[src/rtl/riscv_pkg.sv]
// Shared types and constants for the hazard unit.
package riscv_pkg;

  typedef enum logic [1:0] {
    FWD_RF = 2'd0,
    FWD_W  = 2'd1,
    FWD_M  = 2'd2
  } fwd_sel_e;

  localparam logic [1:0] RESULTSRC_LOAD = 2'b10;

  typedef enum logic {
    ST_RUN   = 1'b0,
    ST_DRAIN = 1'b1
  } hz_state_e;

endpackage

[src/rtl/riscv_hzrdu_scoreboard.sv]
// Long-latency scoreboard: pending bit per register, outstanding count, sticky error.
module riscv_hzrdu_scoreboard #(
  parameter int unsigned ADDR_W   = 5,
  parameter int unsigned LL_DEPTH = 2,
  localparam int unsigned CNT_W   = $clog2(LL_DEPTH + 1)
) (
  input  logic              clk_i,
  input  logic              rst_i,
  input  logic              llop_e_i,
  input  logic [ADDR_W-1:0] rdaddr_e_i,
  input  logic              lldone_i,
  input  logic [ADDR_W-1:0] llrdaddr_i,
  input  logic [ADDR_W-1:0] rs1addr_d_i,
  input  logic [ADDR_W-1:0] rs2addr_d_i,
  output logic              raw_hazard_o,
  output logic [CNT_W-1:0]  llcount_o,
  output logic [CNT_W-1:0]  llcount_nxt_o,
  output logic              err_o
);

  localparam int unsigned DEPTH = 2 ** ADDR_W;

  logic [DEPTH-1:0] pending_q, pending_d;
  logic [CNT_W-1:0] cnt_q, cnt_d;
  logic             err_q, err_d;
  logic             issue;

  assign issue = llop_e_i && (rdaddr_e_i != '0);

  // Next-state: completion is applied first so a same-register issue wins the bit.
  always_comb begin
    pending_d = pending_q;
    cnt_d     = cnt_q;
    err_d     = err_q;
    if (lldone_i) begin
      if (pending_q[llrdaddr_i]) begin
        pending_d[llrdaddr_i] = 1'b0;
        cnt_d                 = cnt_d - CNT_W'(1);
      end else begin
        err_d = 1'b1;
      end
    end
    if (issue) begin
      pending_d[rdaddr_e_i] = 1'b1;
      cnt_d                 = cnt_d + CNT_W'(1);
    end
    pending_d[0] = 1'b0;
  end

  // State registers with synchronous reset discarding outstanding operations.
  always_ff @(posedge clk_i) begin
    if (rst_i) begin
      pending_q <= '0;
      cnt_q     <= '0;
      err_q     <= 1'b0;
    end else begin
      pending_q <= pending_d;
      cnt_q     <= cnt_d;
      err_q     <= err_d;
    end
  end

  assign raw_hazard_o  = pending_q[rs1addr_d_i] || pending_q[rs2addr_d_i];
  assign llcount_o     = cnt_q;
  assign llcount_nxt_o = cnt_d;
  assign err_o         = err_q;

endmodule

[src/rtl/riscv_hzrdu_sb.sv]
// Hazard unit: forwarding, load-use/scoreboard/structural stalls, fence drain FSM.
module riscv_hzrdu_sb
  import riscv_pkg::*;
#(
  parameter int unsigned ADDR_W   = 5,
  parameter int unsigned LL_DEPTH = 2
) (
  input  logic                             i_riscv_hzrdu_clk,
  input  logic                             i_riscv_hzrdu_rst,
  input  logic [ADDR_W-1:0]                i_riscv_hzrdu_rs1addr_d,
  input  logic [ADDR_W-1:0]                i_riscv_hzrdu_rs2addr_d,
  input  logic [ADDR_W-1:0]                i_riscv_hzrdu_rs1addr_e,
  input  logic [ADDR_W-1:0]                i_riscv_hzrdu_rs2addr_e,
  input  logic [ADDR_W-1:0]                i_riscv_hzrdu_rdaddr_e,
  input  logic [ADDR_W-1:0]                i_riscv_hzrdu_rdaddr_m,
  input  logic [ADDR_W-1:0]                i_riscv_hzrdu_rdaddr_w,
  input  logic                             i_riscv_hzrdu_regw_m,
  input  logic                             i_riscv_hzrdu_regw_w,
  input  logic [1:0]                       i_riscv_hzrdu_resultsrc_e,
  input  logic                             i_riscv_hzrdu_pcsrc,
  input  logic                             i_riscv_hzrdu_llop_d,
  input  logic                             i_riscv_hzrdu_llop_e,
  input  logic                             i_riscv_hzrdu_fence_d,
  input  logic                             i_riscv_hzrdu_lldone,
  input  logic [ADDR_W-1:0]                i_riscv_hzrdu_llrdaddr,
  output logic [1:0]                       o_riscv_hzrdu_fwda,
  output logic [1:0]                       o_riscv_hzrdu_fwdb,
  output logic                             o_riscv_hzrdu_stallpc,
  output logic                             o_riscv_hzrdu_stallfd,
  output logic                             o_riscv_hzrdu_flushfd,
  output logic                             o_riscv_hzrdu_flushde,
  output logic [$clog2(LL_DEPTH+1)-1:0]    o_riscv_hzrdu_llcount,
  output logic                             o_riscv_hzrdu_err
);

  localparam int unsigned CNT_W = $clog2(LL_DEPTH + 1);

  fwd_sel_e   fwda, fwdb;
  hz_state_e  state_q, state_d;
  logic [CNT_W-1:0] llcount, llcount_nxt;
  logic       raw_hazard, lu_hazard, st_hazard, fence_wait, stall;

  riscv_hzrdu_scoreboard #(
    .ADDR_W   (ADDR_W),
    .LL_DEPTH (LL_DEPTH)
  ) u_sb (
    .clk_i         (i_riscv_hzrdu_clk),
    .rst_i         (i_riscv_hzrdu_rst),
    .llop_e_i      (i_riscv_hzrdu_llop_e),
    .rdaddr_e_i    (i_riscv_hzrdu_rdaddr_e),
    .lldone_i      (i_riscv_hzrdu_lldone),
    .llrdaddr_i    (i_riscv_hzrdu_llrdaddr),
    .rs1addr_d_i   (i_riscv_hzrdu_rs1addr_d),
    .rs2addr_d_i   (i_riscv_hzrdu_rs2addr_d),
    .raw_hazard_o  (raw_hazard),
    .llcount_o     (llcount),
    .llcount_nxt_o (llcount_nxt),
    .err_o         (o_riscv_hzrdu_err)
  );

  // Forwarding selects; the later M assignment gives M priority over W.
  always_comb begin
    fwda = FWD_RF;
    fwdb = FWD_RF;
    if (i_riscv_hzrdu_regw_w && (i_riscv_hzrdu_rs1addr_e != '0) &&
        (i_riscv_hzrdu_rs1addr_e == i_riscv_hzrdu_rdaddr_w)) fwda = FWD_W;
    if (i_riscv_hzrdu_regw_m && (i_riscv_hzrdu_rs1addr_e != '0) &&
        (i_riscv_hzrdu_rs1addr_e == i_riscv_hzrdu_rdaddr_m)) fwda = FWD_M;
    if (i_riscv_hzrdu_regw_w && (i_riscv_hzrdu_rs2addr_e != '0) &&
        (i_riscv_hzrdu_rs2addr_e == i_riscv_hzrdu_rdaddr_w)) fwdb = FWD_W;
    if (i_riscv_hzrdu_regw_m && (i_riscv_hzrdu_rs2addr_e != '0) &&
        (i_riscv_hzrdu_rs2addr_e == i_riscv_hzrdu_rdaddr_m)) fwdb = FWD_M;
  end

  assign lu_hazard = (i_riscv_hzrdu_resultsrc_e == RESULTSRC_LOAD) &&
                     (i_riscv_hzrdu_rdaddr_e != '0) &&
                     ((i_riscv_hzrdu_rdaddr_e == i_riscv_hzrdu_rs1addr_d) ||
                      (i_riscv_hzrdu_rdaddr_e == i_riscv_hzrdu_rs2addr_d));
  assign st_hazard  = i_riscv_hzrdu_llop_d && (llcount == CNT_W'(LL_DEPTH));
  assign fence_wait = i_riscv_hzrdu_fence_d && (llcount != '0);

  // Drain FSM next state; a taken branch always returns to RUN.
  always_comb begin
    state_d = state_q;
    unique case (state_q)
      ST_RUN:   if (fence_wait && !i_riscv_hzrdu_pcsrc) state_d = ST_DRAIN;
      ST_DRAIN: if (i_riscv_hzrdu_pcsrc || (llcount_nxt == '0)) state_d = ST_RUN;
      default:  state_d = ST_RUN;
    endcase
  end

  // Drain FSM state register.
  always_ff @(posedge i_riscv_hzrdu_clk) begin
    if (i_riscv_hzrdu_rst) state_q <= ST_RUN;
    else                   state_q <= state_d;
  end

  assign stall = lu_hazard || raw_hazard || st_hazard || (state_q == ST_DRAIN) ||
                 ((state_q == ST_RUN) && fence_wait);

  assign o_riscv_hzrdu_fwda    = fwda;
  assign o_riscv_hzrdu_fwdb    = fwdb;
  assign o_riscv_hzrdu_stallpc = stall && !i_riscv_hzrdu_pcsrc;
  assign o_riscv_hzrdu_stallfd = stall && !i_riscv_hzrdu_pcsrc;
  assign o_riscv_hzrdu_flushfd = i_riscv_hzrdu_pcsrc;
  assign o_riscv_hzrdu_flushde = stall || i_riscv_hzrdu_pcsrc;
  assign o_riscv_hzrdu_llcount = llcount;

endmodule

[config.mk]
export PLATFORM = sky130hd
export DESIGN_NAME = riscv_hzrdu_sb
export DESIGN_NICKNAME = d
export VERILOG_FILES = /design/src/rtl/riscv_pkg.sv /design/src/rtl/riscv_hzrdu_scoreboard.sv /design/src/rtl/riscv_hzrdu_sb.sv
export SDC_FILE = /design/constraint.sdc
export NUM_CORES = 1
export LEC_CHECK = 0
export ABC_AREA = 1
export BUFFER_PORTS_ARGS = -buffer_cell sky130_fd_sc_hd__buf_2
export CORE_AREA = 4 4 107 109
export CTS_BUF_LIST = sky130_fd_sc_hd__clkbuf_4 sky130_fd_sc_hd__clkbuf_8 sky130_fd_sc_hd__clkbuf_16
export CTS_CLUSTER_SIZE = 14
export DETAILED_ROUTE_END_ITERATION = 8
export DIE_AREA = 0 0 111 113
export GPL_TIMING_DRIVEN = 1
export PLACE_DENSITY = 0.47
export SLEW_MARGIN = 20
export SYNTH_ARGS = -nofsm -noshare
export SYNTH_HDL_FRONTEND = slang
export SYNTH_SLANG_ARGS = --single-unit
[constraint.sdc]
create_clock -name i_riscv_hzrdu_clk -period 2.5 [get_ports i_riscv_hzrdu_clk]
set_clock_uncertainty 0.2 [all_clocks]
set_input_delay 0.375 -clock i_riscv_hzrdu_clk [delete_from_list [all_inputs] [get_ports i_riscv_hzrdu_clk]]
set_output_delay 0.375 -clock i_riscv_hzrdu_clk [all_outputs]
set_load 0.03 [all_outputs]
-- Word level (Yosys, flattened, before mapping)
Index checks and enable logic that the tools add are counted.
- bits in registers: 36
- input port bits: 51
- output and inout port bits: 11
- word-level logic and storage cells: 82
- add/sub/neg operators: 2
- order comparisons: 6
- equality and inequality tests: 8
- mux-type cells: 23
- bitwise operators: 5
- reductions and logical operators: 33
- operators by type and width (cell ; number):
    $mux W32 ; 3
    $and A32 B32 Y32 ; 1
    $not A32 Y32 ; 1
    $or A32 B32 Y32 ; 1
    $eq A5 B5 Y1 ; 6
    $lt A5 B6 Y1 const B ; 4
    $logic_and A1 B1 Y1 ; 18
    $bmux W1 S5 ; 3
    $reduce_bool A5 Y1 ; 3
    $demux W1 S5 ; 2
    $ge A5 B1 Y1 const B ; 2
    $mux W2 ; 5
    $mux W1 ; 9
    $logic_or A1 B1 Y1 ; 8
    $eq A2 B2 Y1 const B ; 2
    $add A2 B1 Y2 const B ; 1
    $logic_not A2 Y1 ; 1
    $not A1 Y1 ; 2
    $pmux W1 S2 ; 1
    $reduce_and A2 Y1 ; 1
    $reduce_bool A2 Y1 ; 1
    $sub A2 B1 Y2 const B ; 1
    $logic_not A1 Y1 ; 1

-- Logic depth before layout (Yosys ltp)
- word-level depth: 10
- gate-level depth with buffers: 18
- gate-level depth less buffers: 16

-- Cells and area by module
A second synthesis with hierarchy kept.
- cell total of the unflattened synthesis: 563
- area total of the unflattened synthesis: 3116.7 um^2
- by module, submodules not included (module ; instances ; cells each ; area each (um^2) ; seq. area each (um^2)):
    riscv_hzrdu_scoreboard ; 1 ; 433 ; 2497.4 ; 680.7
    riscv_hzrdu_sb ; 1 ; 130 ; 619.3 ; 20.0

-- Least setup slack after synthesis
No wires, ideal clock.
- kind: input to output
- start point: input i_riscv_hzrdu_rdaddr_m[2]
- end point: output o_riscv_hzrdu_fwda[0]
- data arrival time: 2.213 ns
- required time: 1.925 ns
- setup slack: -0.288 ns
- cell stages on the path: 5
- buffers on the path: 0
- path through: xor2_1 -> a221oi_1 -> o2111ai_1 -> nor4_1 -> nor2_1
- word-level cells in the longest chain between the ends: 3
- RTL lines (element ; RTL line ; source):
    from (decl) ; riscv_hzrdu_sb.sv:15 ; input logic [ADDR_W-1:0] i_riscv_hzrdu_rdaddr_m,
    $eq A5 B5 Y1 ; riscv_hzrdu_sb.sv:68 ; (i_riscv_hzrdu_rs1addr_e == i_riscv_hzrdu_rdaddr_m)) fwda = FWD_M;
    $logic_and A1 B1 Y1 ; riscv_hzrdu_sb.sv:67 ; if (i_riscv_hzrdu_regw_m && (i_riscv_hzrdu_rs1addr_e != '0) &&
    $mux W2 ; riscv_hzrdu_sb.sv:67 ;
    to (decl) ; riscv_hzrdu_sb.sv:26 ; output logic [1:0] o_riscv_hzrdu_fwda,
Every way passes these cells.

-- Worst setup path after layout
- start point: input i_riscv_hzrdu_rs1addr_d[0]
- end point: output o_riscv_hzrdu_stallfd
- word-level cells in the longest chain between the ends: 8
- elaborated cells on any way between the ends: 11
- classes of those cells: eq/ne (1); mux (2); reduce/logical (8)
- RTL lines (element ; RTL line ; source):
    from (decl) ; riscv_hzrdu_sb.sv:10 ; input logic [ADDR_W-1:0] i_riscv_hzrdu_rs1addr_d,
    $bmux W1 S5 or $eq A5 B5 Y1 (tied branches) ; riscv_hzrdu_scoreboard.sv:63, riscv_hzrdu_sb.sv:77 ;
    $mux W1 (implied by the code) or $logic_or A1 B1 Y1 (tied branches) ; riscv_hzrdu_scoreboard.sv:63, riscv_hzrdu_sb.sv:77 ;
    $logic_or A1 B1 Y1 or $logic_and A1 B1 Y1 (tied branches) ; riscv_hzrdu_scoreboard.sv:63, riscv_hzrdu_sb.sv:76 ;
    $logic_or A1 B1 Y1 * (4 in series) ; riscv_hzrdu_sb.sv:98 ; assign stall = lu_hazard || raw_hazard || st_hazard || (state_q == ST_DRAIN) ||
    $logic_and A1 B1 Y1 * ; riscv_hzrdu_sb.sv:104 ; assign o_riscv_hzrdu_stallfd = stall && !i_riscv_hzrdu_pcsrc;
    to (decl) ; riscv_hzrdu_sb.sv:29 ; output logic o_riscv_hzrdu_stallfd,
Every way passes the cells marked *; elsewhere a longest branch is shown, timed or not. The select of a mux whose other input is x is not followed.

==> impl_results.md <==
* Clk buf depth at 2
* DRT Pass-1 Iters at 5
* Layout cells sized above 1 at 0.2125
* CP Class: input port to output port
* Via-to-Cell Ratio at 5.095
* EDFF count, synth at 0
* Tmin final at 2391 ps
* Post-synthesis sequential area ratio at 0.2264
* Critical Path Source Type: input port
* Drt total wl at 11.66 mm
* Arr. time, crit path at 1820 ps
* Max VDD drop at 0.0002827 V
* Largest net degree at the start of global routing at 28
* Fmax at 418.2 MHz
* P&R area growth vs syn at 22.23%
* Commonest non-fill, non-tap cell in the layout: nand2_1
* Largest cells by area after synthesis: dfxtp_1, nand2_1, a21oi_1
* Wire length per cell at 15.91 µm
* 1st-iter DRT viols at 323
* Yosys cell types at 37
* Clock sink count at 35
* Antenna Cells at 0
* Ys Warns at 0
* Root buffer cell: clkbuf_8
* Outcome: complete, no violations
* Die X-Extent at 111 µm
* Final instance count without filler cells at 733
* DIE HEIGHT at 113 µm
* Via Count at 3,735
* CTS tree: built
* Slew margin rel. at 0.5416
* Setup crit end kind: output port
* Fin util at 0.3569
* Core ar. at 0.01060 mm²
* Clk slew on worst S/H paths at 70 ps
* Main synth FF type: dfxtp_1
* Slew at the pin with the worst max-slew slack at 685.1 ps
* DP HPWL at 9.105 mm
* Starting density of the core at 0.2920
* Syn Nets at 582
* I/O Buffers at 61
* Final antenna-violating net count at 0
* GR Util All Layers at 0.1834
* Gp weighted congestion at 0.8990
* Dpl cells at 723
* Final period util at 0.9564
* Grt total ovfl at 0
* Final Hold Vio Count at 0
* Hold Path Class: input port to register
* Setup-failing EPs final at 0
* Pins Over Slew Limit at 0
* Antenna violations before repair at 0
* Crit-path max FO at 15
* NumNets Final at 645
* Die area at 0.01254 mm²
* #FFs+latches synth at 35
* CP Data Required Time at 1920 ps
* Setup TNS at 0 ps
* Final worst-path setup slack at 109.0 ps
* Biggest area consumer among synthesized cells: dfxtp_1
* CTS Buf Count at 5
* Pwr Density at 408.6 mW/mm²
* Clk Latency, worst-skew pair at 300 ps
* Hold-fix buffers, CTS at 0
* Drt drc at 0
* First-pass GRT wire length at 18.68 mm
* Commonest non-fill, non-tap cells in the layout: nand2_1, a21oi_1, o21ai_0, buf_2, nand3_1
* H-tree levels at 2
* Dpl ws at 71.69 ps
* Ys async rst share at 0
* Max capacitance violation total at 0
* Leak pwr at 1.619 nW
* IO Pins at 62
* Syn Inst Count at 529
* Syn Area/Cell at 5.852 µm²
* Number of global-route vias before repair at 3,503
* # rows at 38
* Share of the synthesized area in the top cell type at 0.2264
* Post-Syn Area at 0.003095 mm²
[flip-flops by register name (all words and copies together) (netlist names)]
signal and flops:
u_sb.llcount_o 2, state_q 1, u_sb.err_o 1, u_sb.pending_q 31
[critical path: stages]
cell	delay [ps]
buf_4	170
buf_12	150
o21ai_0	260
nand3_1	130
nand3_1	100
nand2_1	80
a21oi_2	160
nand3_1	90
nand2_1	60
inv_1	50
clkbuf_4	170
[timing repair]
action / CTS / global route
resized for setup: 0 / 16
setup buffers: 0 / 1
setup endpoints to repair: 0 / 3
[area by class of cell]
type                       count  area [µm²]
clock buffer                   6       82.58
clock inverter                 2       35.03
fill                        1208        6819
inverter                      55       216.5
multi-input combinational    414        2093
sequential                    35       700.7
tap                          140       175.2
timing repair buffer          80       473.0
timing repair inverter         1       7.507
[stage by stage]
step	area (µm²)	power, mW	hold WS [ps]
finish	3784	1.546	186.9
global route	3784	1.630	203.2
CTS	3731	1.540	178.4
detailed placement	3613	0.9919	237.5
global placement	3613	0.9916	239.8
floorplan	3108	0.8378	262.5
[Yosys cell counts (2+ instances only)]
master and n:
xnor2_1 3, clkbuf_1 16, xor2_1 12, a31oi_1 4
nor2_4 2, o211ai_1 4, a211oi_1 3, a221oi_1 3
o2111ai_1 2, nor2_1 27, inv_2 10, buf_6 2
ha_1 2, nand2_2 4, o21ai_1 8, o21ai_0 56
nor3_1 8, buf_2 5, a21oi_1 63, nand4_1 4
nand2_4 2, nor4_1 4, dfxtp_1 35, inv_1 44
buf_4 2, nand3_1 42, nand2_1 146, nor3_2 7
[report_power, final]
group	switching, mW	total (mW)	internal, mW
clock	0.229	0.552	0.323
sequential	0.0103	0.578	0.568
combinational	0.272	0.415	0.144
total	0.511	1.55	1.04
[per-layer routing]
layer / track usage / share of wire / vias up
li1: - / - / 1888
met1: 0.2466 / 0.46 / 1727
met2: 0.3147 / 0.47 / 98
met3: 0.02834 / 0.046 / 22
met4: 0.03448 / 0.017 / 0
met5: 0 / 0 / -
[worst paths after layout]
path,start,to,slack [ps],cells past startpoint
worst max register to register,u_sb.pending_q[28],state_q,620,14
worst max-delay path,i_riscv_hzrdu_rs1addr_d[0],o_riscv_hzrdu_stallfd,110,11
worst min register to register,u_sb.err_o,u_sb.err_o,260,2
worst min-delay path,i_riscv_hzrdu_pcsrc,state_q,190,4
[cells by family (layout without fill, tap and decap cells)]
kind of cell	after synthesis	count (layout)	synth area share
AOI/OAI and AO/OA	147	147	0.2542
xor gates and xnor gates	15	15	0.04244
adders and majority gates	2	2	0.008083
buffers and inverters	80	144	0.1071
DFF	35	35	0.2264
and+or+nand+nor	250	250	0.3618
(Power assumes the default switching activity.)
